### config.mk
export PLATFORM = sky130hd
export DESIGN_NAME = relu_maxpool2x2
export DESIGN_NICKNAME = d
export VERILOG_FILES = /design/src/rtl/relu_maxpool2x2.sv
export SDC_FILE = /design/constraint.sdc
export NUM_CORES = 1
export LEC_CHECK = 0
export ABC_AREA = 1
export CAP_MARGIN = 20
export CORE_MARGIN = 8
export CORE_UTILIZATION = 50
export DETAILED_ROUTE_END_ITERATION = 10
export PLACE_DENSITY = 0.68
export SYNTH_ARGS = -nofsm -noshare
export SYNTH_HDL_FRONTEND = slang
export SYNTH_SLANG_ARGS = --single-unit
### constraint.sdc
create_clock -name clk -period 7.7 [get_ports clk]
set_input_delay 1.54 -clock clk [delete_from_list [all_inputs] [get_ports clk]]
set_output_delay 1.54 -clock clk [all_outputs]
set_load 0.01 [all_outputs]
### src/rtl/relu_maxpool2x2.sv
// ReLU followed by 2x2 stride-2 max-pooling over a raster-ordered fp32 pixel stream.
// One pooled pixel is emitted per 2x2 window, one clock after the window's last input pixel.
module relu_maxpool2x2 #(
  parameter int DATA_WIDTH = 32,
  parameter int WIDTH      = 32,
  parameter int HEIGHT     = 32
) (
  input  logic                  clk,
  input  logic                  rst,
  input  logic [DATA_WIDTH-1:0] data_in,
  input  logic                  valid_in,
  output logic [DATA_WIDTH-1:0] data_out,
  output logic                  valid_out,
  output logic                  frame_done
);

  localparam int CW  = (WIDTH  > 2) ? $clog2(WIDTH)     : 1;
  localparam int RW  = (HEIGHT > 2) ? $clog2(HEIGHT)    : 1;
  localparam int LBW = (WIDTH  > 2) ? $clog2(WIDTH / 2) : 1;

  typedef enum logic {ROW_EVEN, ROW_ODD} state_t;

  state_t                r_state;
  logic [CW-1:0]         r_col;
  logic [RW-1:0]         r_row;
  logic [DATA_WIDTH-1:0] r_hpair;
  logic [DATA_WIDTH-1:0] r_data_out;
  logic                  r_valid_out;
  logic                  r_frame_done;
  logic [DATA_WIDTH-1:0] r_linebuf [WIDTH/2];

  logic [DATA_WIDTH-1:0] w_relu;
  logic [DATA_WIDTH-1:0] w_pair_max;
  logic [DATA_WIDTH-1:0] w_lb_rd;
  logic [DATA_WIDTH-1:0] w_result;
  logic [LBW-1:0]        w_lb_idx;
  logic                  w_last_col;
  logic                  w_last_row;

  // After ReLU every word is non-negative, so an unsigned compare orders them as fp32.
  assign w_relu     = data_in[DATA_WIDTH-1] ? '0 : data_in;
  assign w_pair_max = (r_hpair > w_relu) ? r_hpair : w_relu;
  assign w_lb_idx   = LBW'(r_col >> 1);
  assign w_lb_rd    = r_linebuf[w_lb_idx];
  assign w_result   = (w_lb_rd > w_pair_max) ? w_lb_rd : w_pair_max;
  assign w_last_col = (r_col == CW'(WIDTH - 1));
  assign w_last_row = (r_row == RW'(HEIGHT - 1));

  always_ff @(posedge clk or negedge rst) begin
    if (!rst) begin
      r_state      <= ROW_EVEN;
      r_col        <= '0;
      r_row        <= '0;
      r_hpair      <= '0;
      r_data_out   <= '0;
      r_valid_out  <= 1'b0;
      r_frame_done <= 1'b0;
    end else begin
      r_valid_out  <= 1'b0;
      r_frame_done <= 1'b0;
      if (valid_in) begin
        if (w_last_col) begin
          r_col   <= '0;
          r_row   <= w_last_row ? '0 : r_row + RW'(1);
          r_state <= (r_state == ROW_EVEN) ? ROW_ODD : ROW_EVEN;
        end else begin
          r_col <= r_col + CW'(1);
        end

        if (!r_col[0]) begin
          r_hpair <= w_relu;
        end else if (r_state == ROW_ODD) begin
          r_data_out   <= w_result;
          r_valid_out  <= 1'b1;
          r_frame_done <= w_last_col && w_last_row;
        end
      end
    end
  end

  // Line buffer is deliberately not reset; each entry is written in an even row before it is read.
  always_ff @(posedge clk) begin
    if (rst && valid_in && r_col[0] && (r_state == ROW_EVEN))
      r_linebuf[w_lb_idx] <= w_pair_max;
  end

  assign data_out   = r_data_out;
  assign valid_out  = r_valid_out;
  assign frame_done = r_frame_done;

endmodule

# --- Word-level counts from Yosys, hierarchy flattened ---
# Memories as Yosys holds them, arrays and structs flattened.
# Index checks and enable logic that the tools add are counted.
classes:
  n_addsub: 2
  mul: 0
  n_div: 0
  order_cmp: 2
  eq_ne: 2
  shifts: 0
  muxes: 14
  n_bitwise: 2
  n_reduce_logical: 7
ops:
  columns: ["op", "count"]
  rows:
  - ["$mux 32", 2]
  - ["$gt 32x31->1", 1]
  - ["$gt 32x32->1", 1]
  - ["$mux 31", 1]
  - ["$add 5x1->5 const B", 2]
  - ["$eq 5x5->1 const B", 2]
  - ["$mux 5", 2]
  - ["$mux 1", 9]
  - ["$logic_and 1x1->1", 4]
  - ["$reduce_and 2->1", 2]
  - ["$reduce_and 3->1", 1]
  - ["$not 1->1", 2]
word_totals:
  register_bits: 77
  latchBits: 0
  ramBits: 512
  romBits: 0
  inputBits: 35
  out_inout_bits: 34
  elab_cells: 37
  mem_count: 1
mem_list:
  columns: ["memory", "words", "width", "read_ports", "rd_ports_with_merged_regs", "wr", "line", "text"]
  rows:
  - ["r_linebuf", 16, 32, 1, 0, 1, "30", "logic [DATA_WIDTH-1:0] r_linebuf [WIDTH/2];"]

# --- Longest topological paths before layout ---
depth:
  depth_word: 5
  ltp_mapped: 36
  depth_no_buf: 34

# --- Worst setup path after synthesis ---
# Ideal clock, no wire load.
synth_timing:
  path_type: "input -> register"
  start: "in data_in[31]"
  end: "reg r_data_out[20] (netlist: data_out[20])"
  setup_time_ps: 116
  t_arrival_ps: 5104
  required_ps: 7584
  setup_slack_ps: 2479
  cell_stages: 26
  n_path_buf: 3
  path_cell_list: "inv_1 > clkbuf_1 > nand2_1 > ha_1 > nand2_1 > nor3_1 > and3_1 > nand2_1 > nand2_1 > buf_1 > nand3_1 > nand2_1 > inv_1 > ha_1 > nand2_1 > nor2_1 > nand2_1 > nor4_1 > nand2_1 > nand2_1 > buf_1 > nand3_1 > nand2_1 > inv_1 > nand2_1 > nand2_1"
synth_between:
  elab_chain_len: 5
synth_lines:
  columns: ["item", "line", "text"]
  rows:
  - ["start: declaration", "10", "input logic [DATA_WIDTH-1:0] data_in,"]
  - ["$mux 31 *", "41", "assign w_relu = data_in[DATA_WIDTH-1] ? '0 : data_in;"]
  - ["$gt 32x31->1", "42", "assign w_pair_max = (r_hpair > w_relu) ? r_hpair : w_relu;"]
  - ["$mux 32 *", "42", null]
  - ["net w_pair_max[29]", "33", "logic [DATA_WIDTH-1:0] w_pair_max;"]
  - ["$gt 32x32->1 *", "45", "assign w_result = (w_lb_rd > w_pair_max) ? w_lb_rd : w_pair_max;"]
  - ["$mux 32 *", "45", null]
  - ["end signal: assignment", "73", "r_data_out <= w_result;"]
  - ["end: declaration", "27", "logic [DATA_WIDTH-1:0] r_data_out;"]
# The timed path passes the listed nets; every way through them passes the cells marked *.
# A chain may end at the register's enable or synchronous reset.

# --- Worst setup path in the final report ---
layout_timing:
  start: "in data_in[31]"
  end: "reg r_data_out[24] (netlist: data_out[24])"
# The elaborated chain is that of the path after synthesis.

==> impl_metrics.csv <==
group,metric,value,unit
routing,met2_wl_post_dr,31400,um
finish,final_nets,2221,
cts,cts.htree.levels,2,
placed_design,port-buffer-count,67,
job,cap_violations,0,
cts,cts_tree,"yes",
sta,maxSlewViolCount,0,
global_routing,grt_util_all_layers,23.9,%
logic_synthesis,yosysWarnings,0,
floorplanning,die-height,236,um
floorplanning,die_width,236,um
cts,post_cts_buffers,0,
sta,layout_worst_path_cycle_share,87.1,%
routing,met1_length,27400,um
floorplanning,initial_util,50.7,%
logic_synthesis,synth.cell_area,24200,um2
sta,timing.final.crit_period,6.71,ns
finish,fraction_of_layout_cells_with_a_size_suffix_above_1,6.51,%
routing,route.detailed.wl_per_inst,24.4,um
logic_synthesis,synth.top_cells.by_area,"edfxtp_1 (61%), nand2_1 (9.5%), dfrtp_1 (7.7%), a22oi_1 (7.7%), ha_1 (3.4%)",
sta,fin_hold_ws,0.483,ns
setup_path,cp-start-kind,"primary input",
routing,vias,16500,
logic_synthesis,synth.avg_cell_area,11.8,um2
sta,setup_total_negative_slack,0,ns
routing,drt_pre_antenna_iters,6,
setup_path,criticalPathCategory,"primary input to flip-flop",
logic_synthesis,post-synth-top-area-fraction,61.5,%
global_routing,grt_start_max_net_pins,110,
sta,maxClockFrequency,149,MHz
routing,avgViaCountPerCell,5.94,
global_routing,grt_antenna_before_repair,0,
global_routing,grt_remaining_overflow,0,
power_and_ir_drop,leakage,11.1,nW
routing,drt_iter0_markers,1967,
sta,rsz0062_at_grt,"false",
setup_path,critical_path.endpoint_type,"flip-flop",
placed_design,globalplace.congestion,0.932,
logic_synthesis,synth_enable_flop_cells,496,
logic_synthesis,post_synth_most_frequent_cells,"nand2_1 (612), edfxtp_1 (496), a22oi_1 (248)",
logic_synthesis,syn_inst,2056,
power_and_ir_drop,power_after_layout,11.4,mW
cts,number_of_cts_inserted_buffers,56,
cts,cts_buffer_depth,3,
sta,worst_slew_margin_rel,44.9,%
logic_synthesis,postSynth.topFlopCell,"edfxtp_1",
setup_path,critical_path_required,8.21,ns
routing,topRoutingLayerUsed,"met4",
finish,syn2layout_area_growth,13.6,%
sta,final_hold_vios,0,
routing,totalWireLength,67700,um
finish,insertedDiodeCount,0,
sta,finClkSkew,0.0274,ns
power_and_ir_drop,irDropWorstVdd,0.352,mV
logic_synthesis,asyncSetResetFlopFracSynth,13.1,%
cts,clock_latency,0.63,ns
placed_design,dp_hpwl,37900,um
setup_path,critical_path_arrival,7.22,ns
hold_path,holdCritPathClass,"flip-flop to flip-flop",
sta,tightest_slew,0.825,ns
routing,detailed_routed_wire_length_on_met3,6290,um
floorplanning,boundaryPins,69,
setup_path,crit_slowest_cell,"nand2_1",
cts,cts_sinks,571,
global_routing,first_global_vias,16400,
global_routing,grt_first_pass_wirelength,101000,um
power_and_ir_drop,power_density_of_the_placed_cells,415,nW/um2
floorplanning,placeableCoreArea,47800,um2
routing,post-route-drc-count,0,
logic_synthesis,post_synth_num_cell_types,27,
cts,clock-root-buffer,"clkbuf_16",
cts,cts_resized,0,
logic_synthesis,ys_seq_area_share,69.2,%
setup_path,ff2ff_path_depth,21,
setup_path,cpPeakStageDelay,0.56,ns
setup_path,crit_path_most_repeated_cell,"nand2_1",
logic_synthesis,synth_top_area_cell,"edfxtp_1",
logic_synthesis,synth_fp_nets,2157,
sta,setup_failing_eps_final,0,
hold_path,worst_hold_path.num_cells,2,
cts,cts-hold-fix-buffers,0,
status,run_status,"complete, no violations",
routing,post_drt_antenna_nets,0,
setup_path,critical_path.max_fanout,30,
floorplanning,floorplan.rows,80,
finish,utilization,57.6,%
logic_synthesis,synth_most_common_cell,"nand2_1",
logic_synthesis,synth_seq_cells,571,
floorplanning,fp.dieArea,55800,um2
cts,cts.clk_slew.worst_paths,0.06,ns
## cell families (layout without fill, tap and decap cells)
| group | after synthesis | count (layout) | share of synthesized area, % |
|---|---|---|---|
| flip-flops | 571 | 571 | 69.2 |
| adder cells (fa/ha/maj) | 66 | 66 | 3.41 |
| AO/OA/AOI/OAI | 327 | 327 | 9.37 |
| buffers and inverters | 257 | 366 | 4.38 |
| XOR/XNOR | 2 | 2 | 0.0723 |
| AND/OR/NAND/NOR | 832 | 832 | 13.6 |
| other | 1 | 1 | 0.0155 |
## critical path: cells and delay by family
| kind | cells | cell delay (ns) |
|---|---|---|
| AND/OR/NAND/NOR | 17 | 3.41 |
| adder cells (fa/ha/maj) | 2 | 0.66 |
| buffers and inverters | 6 | 1.60 |
## through the flow
step	std cells	cell area, um2	worst slack (ns)
final	2780	27500	0.995
after global routing	2780	27500	0.454
after CTS	2780	27500	1.13
after detailed placement	2677	25700	0.514
after global placement	2677	25700	0.786
after floorplan	2056	24200	2.48
## registers in the layout, summed over array words and instances (netlist names)
| register | flops |
|---|---|
| r_linebuf | 496 |
| data_out | 31 |
| r_hpair | 31 |
| r_col | 5 |
| r_row | 5 |
| frame_done | 1 |
| r_state | 1 |
| valid_out | 1 |
## layout by cell type (no fill, tap or decap)
cell type and n:
nor3_1 6, inv_1 156, nor2_4 23, o22ai_1 1, clkbuf_16 57, clkinv_2 6
o21a_1 3, clkinv_1 14, inv_16 2, clkbuf_1 13, buf_4 37, a21oi_1 61
a22oi_1 248, nand2_1 612, nand4_1 4, o21ai_0 12, nor2_2 1, dfrtp_1 75
xor2_1 2, clkdlybuf4s50_1 66, clkinv_4 1, edfxtp_1 496, clkbuf_8 4, bufinv_16 7
a21o_1 2, inv_2 1, nand3_1 99, nor4_1 1, buf_12 2, nor2_1 85
conb_1 1, and3_1 1, ha_1 66
## cell type report
cell class                 count  area (um2)
sequential                   571       16800
timing repair buffer         105         978
clock buffer                  74        1530
inverter                     158         594
tap                          615         769
clock inverter                29         337
multi-input combinational   1228        6560
fill                        3866       20300
## worst paths after layout
check / startpoint / endpoint / slack (ns)
setup reg to reg: r_hpair[27] / data_out[24] / 2.50
setup / recovery: data_in[31] / data_out[24] / 0.99
max in group asynchronous: rst / r_hpair[4] / 5.75
hold / removal: data_out[17] / data_out[17] / 0.48
min in group asynchronous: rst / data_out[22] / 0.84
hold reg to reg: data_out[17] / data_out[17] / 0.48
## where the power goes
group          total [mW]  internal [mW]  switching (mW)
clock network        2.79           1.63            1.16
logic                4.53           1.37            3.16
registers            4.11           3.94           0.173
## layer usage
metal	global-route usage, %	vias to the layer above
met2	38.0	853
met4	9.10	0
met5	0	-
met3	5.10	157
li1	-	7389
met1	32.1	8113
No activity file was read; power rests on OpenSTA's default activity.
